$ cat src/rtl/multicycle_control.sv
// Multi-cycle instruction sequencer for the RISKY RV32I core: walks each instruction
// through FETCH/DECODE/EXEC/MEM/WB and decodes the shared-ALU datapath selects per state.
module multicycle_control (
  input  logic       clk,
  input  logic       rst_n,
  input  logic [6:0] opcode,
  input  logic [2:0] funct3,
  input  logic [6:0] funct7,
  input  logic       br_eq,
  input  logic       br_lt,
  input  logic       br_ltu,
  input  logic       mem_ready,
  output logic       pc_write,
  output logic       pc_sel,
  output logic       ir_write,
  output logic       mem_req,
  output logic       mem_we,
  output logic [1:0] alu_a_sel,
  output logic       alu_b_sel,
  output logic       alu_force_add,
  output logic       alu_sub,
  output logic       reg_write,
  output logic [1:0] wb_sel,
  output logic       trap,
  output logic [2:0] state
);

  typedef enum logic [2:0] {
    StStart  = 3'd0,
    StFetch  = 3'd1,
    StDecode = 3'd2,
    StExec   = 3'd3,
    StMem    = 3'd4,
    StWb     = 3'd5,
    StTrap   = 3'd6
  } state_e;

  localparam logic [6:0] OpR      = 7'b0110011;
  localparam logic [6:0] OpImm    = 7'b0010011;
  localparam logic [6:0] OpLoad   = 7'b0000011;
  localparam logic [6:0] OpStore  = 7'b0100011;
  localparam logic [6:0] OpBranch = 7'b1100011;
  localparam logic [6:0] OpJal    = 7'b1101111;
  localparam logic [6:0] OpJalr   = 7'b1100111;
  localparam logic [6:0] OpLui    = 7'b0110111;
  localparam logic [6:0] OpAuipc  = 7'b0010111;

  state_e state_q, state_d;
  logic   legal_op;
  logic   br_taken;
  logic   br_bad_f3;

  always_ff @(posedge clk or negedge rst_n) begin
    if (!rst_n) begin
      state_q <= StStart;
    end else begin
      state_q <= state_d;
    end
  end

  assign state = state_q;

  always_comb begin
    legal_op = 1'b0;
    unique case (opcode)
      OpR, OpImm, OpLoad, OpStore, OpBranch, OpJal, OpJalr, OpLui, OpAuipc: legal_op = 1'b1;
      default: legal_op = 1'b0;
    endcase
  end

  // funct3 010/011 are not defined branch conditions.
  assign br_bad_f3 = (funct3[2:1] == 2'b01);

  always_comb begin
    br_taken = 1'b0;
    case (funct3)
      3'b000:  br_taken = br_eq;
      3'b001:  br_taken = !br_eq;
      3'b100:  br_taken = br_lt;
      3'b101:  br_taken = !br_lt;
      3'b110:  br_taken = br_ltu;
      3'b111:  br_taken = !br_ltu;
      default: br_taken = 1'b0;
    endcase
  end

  always_comb begin
    state_d       = state_q;
    pc_write      = 1'b0;
    pc_sel        = 1'b0;
    ir_write      = 1'b0;
    mem_req       = 1'b0;
    mem_we        = 1'b0;
    alu_a_sel     = 2'b00;
    alu_b_sel     = 1'b0;
    alu_force_add = 1'b0;
    alu_sub       = 1'b0;
    reg_write     = 1'b0;
    wb_sel        = 2'b00;
    trap          = 1'b0;

    case (state_q)
      StStart: state_d = StFetch;
      StFetch: begin
        mem_req = 1'b1;
        if (mem_ready) begin
          ir_write = 1'b1;
          pc_write = 1'b1;
          state_d  = StDecode;
        end
      end
      StDecode: state_d = legal_op ? StExec : StTrap;
      StExec: begin
        case (opcode)
          OpR: begin
            alu_sub = funct7[5] | funct3[1];
            state_d = StWb;
          end
          OpImm: begin
            alu_b_sel = 1'b1;
            alu_sub   = funct3[1];
            state_d   = StWb;
          end
          OpLoad, OpStore: begin
            alu_b_sel     = 1'b1;
            alu_force_add = 1'b1;
            state_d       = StMem;
          end
          OpBranch: begin
            // ALU only produces the compare flags; the target comes from old_pc+imm.
            alu_sub = 1'b1;
            pc_sel  = 1'b1;
            if (br_bad_f3) begin
              state_d = StTrap;
            end else begin
              pc_write = br_taken;
              state_d  = StFetch;
            end
          end
          OpJal, OpJalr: begin
            alu_a_sel     = (opcode == OpJal) ? 2'b01 : 2'b00;
            alu_b_sel     = 1'b1;
            alu_force_add = 1'b1;
            pc_sel        = 1'b1;
            pc_write      = 1'b1;
            state_d       = StWb;
          end
          OpLui, OpAuipc: begin
            alu_a_sel     = (opcode == OpLui) ? 2'b10 : 2'b01;
            alu_b_sel     = 1'b1;
            alu_force_add = 1'b1;
            state_d       = StWb;
          end
          default: state_d = StTrap;
        endcase
      end
      StMem: begin
        mem_req = 1'b1;
        mem_we  = (opcode == OpStore);
        if (mem_ready) begin
          state_d = (opcode == OpStore) ? StFetch : StWb;
        end
      end
      StWb: begin
        reg_write = 1'b1;
        if (opcode == OpLoad) begin
          wb_sel = 2'b01;
        end else if (opcode == OpJal || opcode == OpJalr) begin
          wb_sel = 2'b10;
        end
        state_d = StFetch;
      end
      StTrap: begin
        trap    = 1'b1;
        state_d = StTrap;
      end
      default: state_d = StStart;
    endcase
  end

endmodule

$ cat config.mk
export PLATFORM = sky130hd
export DESIGN_NAME = multicycle_control
export DESIGN_NICKNAME = d
export VERILOG_FILES = /design/src/rtl/multicycle_control.sv
export SDC_FILE = /design/constraint.sdc
export NUM_CORES = 1
export LEC_CHECK = 0
export ABC_CLOCK_PERIOD_IN_PS = 1500
export BUFFER_PORTS_ARGS = -buffer_cell sky130_fd_sc_hd__buf_4
export CORE_MARGIN = 8
export CORE_UTILIZATION = 38
export DETAILED_ROUTE_END_ITERATION = 12
export HOLD_SLACK_MARGIN = 0.06
export MAX_ROUTING_LAYER = met4
export PLACE_DENSITY = 0.78
export SLEW_MARGIN = 20
export SYNTH_ARGS = -nofsm -noshare
export SYNTH_HDL_FRONTEND = slang
export SYNTH_SLANG_ARGS = --single-unit
$ cat constraint.sdc
create_clock -name clk -period 1.5 [get_ports clk]
set_input_delay 0.15 -clock clk [delete_from_list [all_inputs] [get_ports clk]]
set_output_delay 0.15 -clock clk [all_outputs]
set_load 0.02 [all_outputs]
# == Word level (Yosys, flattened, before mapping) ==
# Index checks and enable logic that the tools add are counted.
# totals
register_bits,3
wordCells,75
# op_classes
n_eq_ne,23
muxes,33
bitwise_logic,1
n_reduce_logical,17
# op_table
op,count
"== test 3 bit, second input constant",7
"== test 7 x 6 -> 1 bit, second input constant",3
"== test 7 bit, second input constant",3
one-hot mux 3 bit (6 select lines),1
two-way mux 1 bit,16
two-way mux 3 bit,5
"== test 7 x 5 -> 1 bit, second input constant",2
OR reduction 6 bit,2
two-way mux 2 bit,5
OR reduction 2 bit,5
one-hot mux 3 bit (3 select lines),1
OR reduction 9 bit,1
"== test 7 x 2 -> 1 bit, second input constant",1
OR reduction 7 bit,1
"== test 3 x 1 -> 1 bit, second input constant",2
"== test 3 x 2 -> 1 bit, second input constant",2
logical NOT 3 bit,2
one-hot mux 1 bit (6 select lines),1
"!= test 2 bit, second input constant",2
one-hot mux 1 bit (2 select lines),2
one-hot mux 2 bit (2 select lines),1
logical NOT 1 bit,3
one-hot mux 1 bit (3 select lines),1
OR reduction 3 bit,1
4 further kinds,4

# == Logic depth before layout (Yosys ltp) ==
# logic_depth
depth_word,5
mapped_depth,4
mapped_depth_nobuf,4

# == Least setup slack after synthesis ==
# Ideal clock, no wire load.
# synth_path
path_type,reg-to-output
from,"reg state_q[2], in the netlist state[2]"
to,out pc_write
t_arrival_ns,1.676
path_slack_ns,-0.326
path_stages_with_launch,4
n_path_buf,0
path_cell_list,dfrtp_1 > nand3b_4 > a2111oi_2 > a21o_1
# synth_between
elab_chain_cells,2
word_cells_on_any_way,3
classes_between,eq/ne (2); mux (1)
# synth_lines
item,line_no,rtl
from (decl),48,"state_e state_q, state_d;"
from (signal assigned),55,state_q <= StStart;
from (signal assigned),57,state_q <= state_d;
== test 3 x 2 -> 1 bit or == test 3 x 1 -> 1 bit (tied branches),102,case (state_q)
one-hot mux 1 bit (2 select lines) (*),102,
to (decl),13,"output logic pc_write,"
# Mark *: on every way between the ends. The rest lies on a longest branch, timed or not.

# == Worst setup path after layout ==
# layout_path
from,"reg state_q[0], in the netlist state[0]"
to,out pc_write
# The elaborated chain is that of the path after synthesis.

==> metrics.md <==
| Metric | Value |
|---|---|
| H-tree depth | `1` |
| WHS | `0.244 ns` |
| Worst VDD drop | `1.08 mV` |
| Most common cell in the netlist | `nand2_1` |
| Initial antenna violation count | `0` |
| Mapped Cells | `68` |
| CP Class | `flip-flop to primary output` |
| Vias per cell | `5.81` |
| Worst path most repeated cell | `buf_6` |
| EDFF count, synth | `0` |
| Total gr overflow | `0` |
| Via count | `750` |
| Worst r2r path cells | `7` |
| Seq cells post-synth | `3` |
| Total GRT Usage | `14.7%` |
| Clock transition at path regs | `0.04 ns` |
| Seq pwr share | `15.7%` |
| FFs w/ async S/R, synth | `100%` |
| DR iter-0 viols | `24` |
| Yosys top cell area share | `14.6%` |
| Max FFs per register | `3` |
| RR Endpoint | `state[0]$_DFFE_PN0P_` |
| Worst path arrival time | `1.37 ns` |
| Clock group share of total power | `12.2%` |
| FP Rows | `13` |
| Hold violation count in the final report | `0` |
| Hold Crit Class | `input pin to asynchronous set/reset pin` |
| ANT cells | `0` |
| Post-synth top area cell | `dfrtp_1` |
| Synth Net Count | `91` |
| Die footprint | `2780 sq um` |
| Core box area | `1280 sq um` |
| CTS tree | `built` |
| Max Transition Viols Final | `0` |
| Die width | `52.7 um` |
| GPL Wtd Cong | `0.844` |
| DR pass1 iterations | `4` |
| Layout area overhead | `90.5%` |
| Number of buffers created by CTS | `3` |
| Most used flip-flop cell after synthesis | `dfrtp_1` |
| Fin crit share | `101%` |
| Crit path max-delay family | `flip-flops` |
| Clock Latency Late Sink | `0.24 ns` |
| Share of cells above drive strength 1 | `54.4%` |
| RSZ-0062 raised after global routing | `yes` |
| Syn Area/Cell | `7.54 sq um` |
| FILL cells | `108` |
| Routed len/inst | `16.3 um` |
| Slowest cell on crit path | `dfrtp_2` |
| Max Root-Sink Buffers | `2` |
| Logic pwr share | `72.1%` |
| Status | `finished with violations` |
| Switch Pwr | `0.578 mW` |
| Final worst setup slack | `-0.0157 ns` |
| Port bufs | `33` |
| Netlist area before placement | `513 sq um` |
| Max-cap viol count | `0` |
| Clock sink total | `3` |
| Yosys warnings | `0` |
| Dpl cells | `120` |
| Worst EP required | `1.35 ns` |
| Root Buffer | `clkbuf_4` |
| Setup TNS | `-0.0157 ns` |
| Routed WL | `2100 um` |
| Reg area | `76.3 sq um` |
| Worst-Margin Slew | `0.303 ns` |
| Failing checks | `negative setup slack` |
| Slew margin rel. | `79.6%` |
| Top cells by area, synth | `dfrtp_1 (15%), a21oi_1 (5.9%), nand2_1 (5.1%)` |
| F_max | `660 MHz` |
| CP Capture Type | `primary output` |
| Critical path origin | `state[0]$_DFFE_PN0P_` |
| Post-route clock skew | `0.00588 ns` |
| CP Cell Sequence | `buf_6, nand2b_1, nor3b_2, a21o_1, buf_6` |
| P_int | `0.647 mW` |
| Final count of negative-setup-slack endpoints | `1` |
| Die Ht | `52.7 um` |
| Area occupied by multi-input gates | `485 sq um` |
| Max stage delay on crit path | `0.43 ns` |
| Final HPWL DP | `1510 um` |
| Num ports | `40` |
| Synth cell types | `37` |
| ANT nets after route | `0` |
| Synth cell count leaders | `nand2_1 (7), a21oi_1 (6), inv_1 (6), nor2_1 (6), nor3_1 (5)` |
| Seq/Total Area, Yosys | `14.6%` |
| Number of global-route vias before repair | `710` |
| Worst reg2reg setup slack | `0.09 ns` |
| Reg-to-Reg Start | `state[0]$_DFFE_PN0P_` |
| Pin count of the biggest net entering global routing | `9` |
| CP startpoint kind | `flip-flop` |
| Switching Share | `47.2%` |
| Leakage Power | `0.463 nW` |
| Initial core utilization | `39.9%` |
| Power density cells | `1250 nW/um^2` |
| Worst path bufs/invs | `2` |
| DRC violations left | `0` |
| Layout Cells excl Fill | `129` |
| Peak fanout along the critical path | `5` |
| Shortest period the worst path allows | `1.52 ns` |
| First-pass GRT wire length | `3100 um` |
| Layout Nets | `138` |
## layout make-up
type	count	share of cell area, %
Sequential cell	3	7.81
Inverter	6	2.30
Timing Repair Buffer	43	35.6
Clock buffer	4	2.69
Multi-Input combinational cell	58	49.7
Tap cell	15	1.92
## timing repair
action	CTS	global route
pin swaps	4	1
setup endpoints to repair	6	8
buffers inserted	2	2
hold endpoints to repair	3	0
hold buffers	1	0
resized for setup	7	10
## stage by stage
step                setup slack [ns]  power [mW]  utilization, %  area (sq um)
floorplan                     -0.150       0.648               -           536
global placement               0.108       0.951            64.5           828
detailed placement             0.109       0.967            64.5           828
CTS                         -0.00809        1.17            71.5           918
global route                 -0.0805        1.30            76.0           977
finish                       -0.0157        1.22            76.0           977
## placed cells by master, fill, tap and decap left out, drive strengths merged, types with 2 or more instances in the layout
master,n
nand2,7
nor3,6
clkbuf,4
nand3b,3
nand2b,4
buf,42
a2111oi,2
nor2,7
inv,6
xnor2,2
o21ai,3
dfrtp,3
a21oi,7
## how the worst max path moves through the flow
| stage | endpoint | slack (ns) | cells after the start |
|---|---|---|---|
| floorplan | pc_write | -0.15 | 3 |
| global placement | mem_we | 0.11 | 6 |
| detailed placement | pc_write | 0.11 | 5 |
| CTS | alu_b_sel | -0.008 | 5 |
| global route | pc_write | -0.08 | 5 |
| finish | pc_write | -0.02 | 5 |
## metal layers
metal  track usage [%]  vias up  share of wire (%)
li1                  -      346                  -
met3              4.26        4                7.3
met1              16.6      356                 39
met2              23.2       44                 51
met4              6.90        0                2.1
met5                 -        -                  0
## power by group through the flow
stage | registers (mW) | clock network, mW | logic (mW)
after global placement | 0.185 | 0 | 0.766
after detailed placement | 0.184 | 0 | 0.782
after CTS | 0.187 | 0.152 | 0.830
after floorplan | 0.242 | 0 | 0.406
after global routing | 0.199 | 0.161 | 0.938
final | 0.193 | 0.150 | 0.882
## cells by family after synthesis
| kind of cell | share of synthesized area, % |
|---|---|
| AO/OA/AOI/OAI | 28.5 |
| XOR/XNOR | 3.42 |
| buffers and inverters | 6.58 |
| flip-flops | 14.6 |
| multiplexers | 1.95 |
| AND/OR/NAND/NOR | 44.9 |
Power figures use the tool's default switching activity.
